File: src/rtl/mem_port_arbiter.sv
// Shares one memory port between instruction fetch (I) and load/store (D).
// Optional watchdog: define MEM_ARB_TIMEOUT_EN to build the timeout counter.
module mem_port_arbiter #(
   parameter int AW             = 32,
   parameter int DW             = 32,
   parameter int TIMEOUT_CYCLES = 255
) (
   input  logic            clk,
   input  logic            rst,
   input  logic            i_req,
   input  logic [AW-1:0]   i_addr,
   output logic [DW-1:0]   i_rdata,
   output logic            i_ack,
   input  logic            d_req,
   input  logic            d_we,
   input  logic [DW/8-1:0] d_sel,
   input  logic [AW-1:0]   d_addr,
   input  logic [DW-1:0]   d_wdata,
   output logic [DW-1:0]   d_rdata,
   output logic            d_ack,
   output logic            m_req,
   output logic            m_we,
   output logic [DW/8-1:0] m_sel,
   output logic [AW-1:0]   m_addr,
   output logic [DW-1:0]   m_wdata,
   input  logic [DW-1:0]   m_rdata,
   input  logic            m_ack,
   output logic            stall_req,
   output logic            err
);

   typedef enum logic [1:0] {IDLE, GNT_D, GNT_I, DONE} state_e;

   state_e            state_q, state_d;
   logic              last_d_q, last_d_d;
   logic              m_req_q, m_req_d;
   logic              m_we_q, m_we_d;
   logic [DW/8-1:0]   m_sel_q, m_sel_d;
   logic [AW-1:0]     m_addr_q, m_addr_d;
   logic [DW-1:0]     m_wdata_q, m_wdata_d;
   logic [DW-1:0]     i_rdata_q, i_rdata_d;
   logic [DW-1:0]     d_rdata_q, d_rdata_d;
   logic              i_ack_q, i_ack_d;
   logic              d_ack_q, d_ack_d;

`ifdef MEM_ARB_TIMEOUT_EN
   localparam int CW = $clog2(TIMEOUT_CYCLES + 1);
   logic [CW-1:0]     cnt_q, cnt_d;
   logic              err_q, err_d;
   logic              expire;
   assign expire = (cnt_q == CW'(TIMEOUT_CYCLES - 1));
   assign err    = err_q;
`else
   logic [31:0]       unused_timeout;
   assign unused_timeout = 32'(TIMEOUT_CYCLES);
   assign err            = 1'b0;
`endif

   always_comb begin
      state_d   = state_q;
      last_d_d  = last_d_q;
      m_req_d   = m_req_q;
      m_we_d    = m_we_q;
      m_sel_d   = m_sel_q;
      m_addr_d  = m_addr_q;
      m_wdata_d = m_wdata_q;
      i_rdata_d = i_rdata_q;
      d_rdata_d = d_rdata_q;
      i_ack_d   = 1'b0;
      d_ack_d   = 1'b0;
`ifdef MEM_ARB_TIMEOUT_EN
      cnt_d     = cnt_q;
      err_d     = 1'b0;
`endif
      unique case (state_q)
         IDLE: begin
`ifdef MEM_ARB_TIMEOUT_EN
            cnt_d = '0;
`endif
            // On contention D wins unless it was served last
            if (d_req && (!i_req || !last_d_q)) begin
               state_d   = GNT_D;
               last_d_d  = 1'b1;
               m_req_d   = 1'b1;
               m_we_d    = d_we;
               m_sel_d   = d_sel;
               m_addr_d  = d_addr;
               m_wdata_d = d_wdata;
            end else if (i_req) begin
               state_d   = GNT_I;
               last_d_d  = 1'b0;
               m_req_d   = 1'b1;
               m_we_d    = 1'b0;
               m_sel_d   = '1;
               m_addr_d  = i_addr;
               m_wdata_d = '0;
            end
         end
         GNT_D, GNT_I: begin
            if (m_ack) begin
               m_req_d = 1'b0;
               state_d = DONE;
               if (state_q == GNT_D) begin
                  d_rdata_d = m_rdata;
                  d_ack_d   = 1'b1;
               end else begin
                  i_rdata_d = m_rdata;
                  i_ack_d   = 1'b1;
               end
            end
`ifdef MEM_ARB_TIMEOUT_EN
            else if (expire) begin
               m_req_d = 1'b0;
               state_d = DONE;
               err_d   = 1'b1;
               if (state_q == GNT_D) begin
                  d_rdata_d = '0;
                  d_ack_d   = 1'b1;
               end else begin
                  i_rdata_d = '0;
                  i_ack_d   = 1'b1;
               end
            end else begin
               cnt_d = cnt_q + CW'(1);
            end
`endif
         end
         DONE:    state_d = IDLE;
         default: state_d = IDLE;
      endcase
   end

   always_ff @(posedge clk) begin
      if (rst) begin
         state_q   <= IDLE;
         last_d_q  <= 1'b0;
         m_req_q   <= 1'b0;
         m_we_q    <= 1'b0;
         m_sel_q   <= '0;
         m_addr_q  <= '0;
         m_wdata_q <= '0;
         i_rdata_q <= '0;
         d_rdata_q <= '0;
         i_ack_q   <= 1'b0;
         d_ack_q   <= 1'b0;
`ifdef MEM_ARB_TIMEOUT_EN
         cnt_q     <= '0;
         err_q     <= 1'b0;
`endif
      end else begin
         state_q   <= state_d;
         last_d_q  <= last_d_d;
         m_req_q   <= m_req_d;
         m_we_q    <= m_we_d;
         m_sel_q   <= m_sel_d;
         m_addr_q  <= m_addr_d;
         m_wdata_q <= m_wdata_d;
         i_rdata_q <= i_rdata_d;
         d_rdata_q <= d_rdata_d;
         i_ack_q   <= i_ack_d;
         d_ack_q   <= d_ack_d;
`ifdef MEM_ARB_TIMEOUT_EN
         cnt_q     <= cnt_d;
         err_q     <= err_d;
`endif
      end
   end

   assign m_req     = m_req_q;
   assign m_we      = m_we_q;
   assign m_sel     = m_sel_q;
   assign m_addr    = m_addr_q;
   assign m_wdata   = m_wdata_q;
   assign i_rdata   = i_rdata_q;
   assign d_rdata   = d_rdata_q;
   assign i_ack     = i_ack_q;
   assign d_ack     = d_ack_q;
   assign stall_req = (i_req & ~i_ack_q) | (d_req & ~d_ack_q);

endmodule

File: config.mk
export PLATFORM = sky130hd
export DESIGN_NAME = mem_port_arbiter
export DESIGN_NICKNAME = d
export VERILOG_FILES = /design/src/rtl/mem_port_arbiter.sv
export SDC_FILE = /design/constraint.sdc
export NUM_CORES = 1
export LEC_CHECK = 0
export ABC_AREA = 1
export CAP_MARGIN = 0
export CELL_PAD_IN_SITES_DETAIL_PLACEMENT = 0
export CELL_PAD_IN_SITES_GLOBAL_PLACEMENT = 1
export CORE_MARGIN = 2
export CORE_UTILIZATION = 29
export DETAILED_ROUTE_END_ITERATION = 16
export MAX_ROUTING_LAYER = met4
export PLACE_DENSITY = 0.95
export SYNTH_ARGS = -nofsm -noshare
export SYNTH_HDL_FRONTEND = slang
export SYNTH_SLANG_ARGS = --single-unit
export TNS_END_PERCENT = 5
File: constraint.sdc
create_clock -name clk -period 3.6 [get_ports clk]
set_input_delay 0.36 -clock clk [delete_from_list [all_inputs] [get_ports clk]]
set_output_delay 0.36 -clock clk [all_outputs]
set_load 0.01 [all_outputs]
-- Word level (Yosys, flattened, before mapping)
Cells that the tools add are included.
- register bits after elaboration: 139
- input bits: 138
- output and inout bits: 138
- word-level logic and storage cells: 57
- equal/unequal tests: 5
- multiplexer cells: 19
- bitwise operators: 8
- reductions and logical operators: 14
- operators with widths (operator ; number):
    2-to-1 mux 32 bit ; 4
    AND reduction 3 bit ; 3
    2-to-1 mux 1 bit ; 8
    2-to-1 mux 4 bit ; 2
    2-to-1 mux 2 bit ; 3
    case mux 2 bit (3 select lines) ; 1
    NOT 1 bit ; 5
    == test 2 bit (second input constant) ; 2
    AND reduction 2 bit ; 2
    nonzero test 2 bit ; 2
    != test 3 bit (second input constant) ; 1
    OR reduction 3 bit ; 1
    AND 1 bit ; 2
    == test 2 x 1 -> 1 bit (second input constant) ; 1
    logical NOT 1 bit ; 2
    logical NOT 2 bit ; 1
    != test 2 bit (second input constant) ; 1
    case mux 1 bit (2 select lines) ; 1
    OR reduction 2 bit ; 1
    logical AND 1 bit ; 1
    logical OR 1 bit ; 1
    OR 1 bit ; 1

-- Logic depth before layout (Yosys ltp)
- depth in word-level cells: 5
- depth in mapped cells: 8
- gate-level depth less buffers: 8

-- Least setup slack after synthesis
OpenSTA, ideal clock, no wires.
- path kind: register to register
- start point: register state_q[0]
- end point: register i_rdata_q[10] (netlist: i_rdata[10])
- setup time: 116 ps
- arrival: 1388 ps
- required time: 3484 ps
- path slack: 2096 ps
- stages on the path, launching flop included: 9
- buffers on the path: 1
- clock period less this slack: 1504 ps
- cells stage by stage: dfxtp_1 > inv_1 > ha_1 > nand2_1 > nor2_1 > inv_1 > buf_2 > nor2_1 > nor2_1
- cells in the longest elaborated chain, start to end: 3
- elaborated cells on any way between the ends: 5
- those cells by class: eq/ne: 2; bitwise: 1; reduce/logical: 2
- RTL lines (element ; RTL line ; source):
    start: declaration ; 34 ; state_e state_q, state_d;
    start signal: assignment ; 151 ; state_q <= state_d;
    == test 2 x 1 -> 1 bit / == test 2 bit (equally long branches) ; 75, 103 ;
    OR reduction 2 bit / NOT 1 bit (equally long branches) ; -- ;
    AND reduction 3 bit (no source line) * ; -- ;
    end signal: assignment ; 158 ; i_rdata_q <= i_rdata_d;
    end: declaration ; 41 ; logic [DW-1:0] i_rdata_q, i_rdata_d;
Mark *: on every way between the ends. The rest lies on a longest branch, timed or not.
A chain may end at the register's enable or synchronous reset.

-- Worst setup path after layout
- start point: input d_req
- end point: output stall_req
- cells in the longest elaborated chain, start to end: 2
- RTL lines (element ; RTL line ; source):
    start: declaration ; 14 ; input logic d_req,
    AND 1 bit ; 178 ; assign stall_req = (i_req & ~i_ack_q) | (d_req & ~d_ack_q);
    OR 1 bit ; 178 ;
    end: declaration ; 28 ; output logic stall_req,
Every way passes these cells.

==> results by group <==
Die
  • Initial Utilization: 0.296
  • Die Width: 143 um
  • Die area: 0.0203 sq mm
  • Row count: 50
  • Core footprint: between 0.015 and 0.02 sq mm
  • Die H: 143 um
  • I/O pin count: 276

Routing
  • Drt drc: 0
  • DRT iter0 DRCs: 255
  • Routed WL: 17800 um
  • Drt via density: approximately 4.5
  • Routed Antenna Nets: 0
  • 1st-pass router iterations: 4
  • Drt wl/cell: approximately 14 um
  • Vias: ~5800

Timing
  • Clock skew: roughly 0.0076 ns
  • # setup viols final: 0
  • Fmax: ~400 MHz
  • RSZ-0062 raised after global routing: false
  • Setup TNS: 0 ns
  • Fin crit share: 0.678
  • Final WS setup: 1.16 ns
  • Slew headroom: 0.265
  • Final Max Tran Viols: 0
  • Endpoints failing hold: 0
  • Worst hold slack: 0.447 ns
  • Worst slew pin tran: 1.10 ns
  • Tmin final: 2.44 ns

Power and ir drop
  • P_leak: 3.81 nW
  • IR drop worst, VDD: 0.412 mV
  • Pwr/cell area: 715 mW/mm^2

Synthesis
  • Yosys top cell area share: 0.500
  • Synth unique cells: 21
  • Gate Count Post-Synth: roughly 800
  • Async S/R FF share, synth: 0
  • Top post-synthesis cells by area: dfxtp_1 (50%), nand2_1 (14%), nor2_1 (14%), o21ai_0 (6.3%), a21oi_1 (3.5%)
  • Count leader, synth: nand2_1
  • Cell type with the largest total area after synthesis: dfxtp_1
  • FF+latch count, synth: about 140
  • Synth Flop Type: dfxtp_1
  • Net Count, Synth: 940
  • Average size of a mapped cell: 6.97 sq um
  • Synth top cells by count: nand2_1 (205), nor2_1 (201), dfxtp_1 (139)
  • Syn Std Cell Area: 0.00556 sq mm
  • Synth warn: 0
  • EDFF count, synth: 0
  • Post-synthesis sequential area ratio: 0.500

Setup path
  • Startpoint Class: input port
  • Critical-path cell list: clkdlybuf4s50_1 -> buf_4 -> inv_1 -> o22ai_1 -> clkdlybuf4s50_1
  • Critical Path Slowest Stage Cell: clkdlybuf4s50_1
  • FF-to-FF setup slack: approximately 1.3 ns
  • CP Max Fanout: 35
  • WS Path Type: in -> out
  • Critical path endpoint category: output port
  • Critical path's most frequent cell: clkdlybuf4s50_1
  • Worst path max stage delay: 0.59 ns
  • Critical Path RT: 3.24 ns
  • Worst EP arrival: ~2.1 ns

Cells and area
  • Nets: 1189
  • Fin util: 0.482
  • Share of cells above drive strength 1: 0.0443
  • Area growth syn-to-layout: 62.7%
  • Post-Layout Inst Area: 0.00905 sq mm

CTS
  • Worst-Skew Late Latency: approximately 0.41 ns
  • Post-CTS sizing: 0
  • Clk pin slew, worst setup/hold paths: 0.06 ns
  • CTS Buffer Depth: 2
  • Hold Buf Count CTS: 0
  • CTS tree: built
  • Num CTS Buffers: 17
  • Root Buffer: clkbuf_16
  • CTS sink count: approximately 140
  • Max H-tree Level: 4
  • Postcts setup bufs: 0

Placed design
  • Port buffer count: 274
  • Hpwl dp: 12200 um
  • Placed inst area: 0.00844 sq mm
  • Setup WS pre-CTS: 0.962 ns
  • Placer Congestion: 0.788

Job
  • # Max-Cap Violations: 0

Hold path
  • Min-Delay Path Class: reg -> reg

GRT
  • Vias in the first global route: around 5500
  • Initial antenna violation count: 2
  • GRT overflow: 0
  • First-pass GRT wire length: 27300 um
  • Pin count of the biggest net entering global routing: 53
  • GR Util All Layers: 0.174

Run status
  • Status: complete, no violations
## power by group
part           switching (mW)  internal, mW  leakage, nW
combinational            1.25          1.21         2.37
sequential              0.220          1.98         1.14
clock                   0.699          1.11        0.295
total                    2.17          4.30         3.81
## flip-flops by register name, indices dropped and copies added, names as in the netlist
signal and count:
i_ack 1, m_we 1, i_rdata 32, m_sel 4, m_req 1, last_d_q 1
d_ack 1, state_q 2, m_addr 32, m_wdata 32, d_rdata 32
## stage by stage
| stage | total power, mW | cells |
|---|---|---|
| 2_1_floorplan | 3.44 | 798 |
| 3_3_place_gp | 4.67 | 1262 |
| 3_5_place_dp | 4.70 | 1262 |
| 4_1_cts | 6.55 | 1294 |
| 5_1_grt | 6.89 | 1296 |
| 6_report | 6.47 | 1296 |
## cells in the final DEF (no fill, tap or decap), types with 2 or more instances in the layout
cell               n
a21oi_1           39
buf_12             2
buf_4              6
bufinv_16          3
clkbuf_16         17
clkdlybuf4s50_1  274
clkinv_2           3
clkinv_4           3
clkinvlp_4         2
dfxtp_1          139
diode_2            2
ha_1               4
inv_1             42
nand2_1          205
nand2_4            3
nand3_1           35
nor2_1           200
o21ai_0           70
## cell families (layout without fill, tap and decap cells)
group,after synthesis,in the layout,share of synthesized area
and+or+nand+nor,449,449,0.318
DFF,139,139,0.500
AOI/OAI and AO/OA,110,110,0.0992
other,1,3,0.000674
adders and majority gates,4,4,0.00900
buffers and inverters,95,357,0.0733
## final cells by class
cell class              instances  area, sq um
well taps                     234          293
fillers                      1864         9710
repair buffers                282         2830
diodes                          2         5.00
inverters                      43          161
multi-input cells             564         2380
clock buffers                  19          443
clock inverters                13          166
flip-flops and latches        139         2780
## per-layer routing
layer | global-route usage | part of all wire | vias up
met3 | 0.0649 | 0.091 | 26
met2 | 0.278 | 0.46 | 226
met5 | - | 0 | -
met1 | 0.202 | 0.43 | 2583
met4 | 0.0578 | 0.020 | 0
li1 | - | - | 2984
## critical path: cells and delay by family
| family | cells | cell delay, ns |
|---|---|---|
| AOI/OAI and AO/OA | 1 | 0.13 |
| buffers and inverters | 4 | 1.58 |
## path summary, 6_finish.rpt
check,cells past startpoint,startpoint,endpoint
worst min-delay path,2,m_req,m_req
worst min register to register,2,m_req,m_req
worst max register to register,8,state_q[0],i_rdata[9]
worst max-delay path,5,d_req,stall_req
Note: power is estimated with default switching activity, not from simulation.
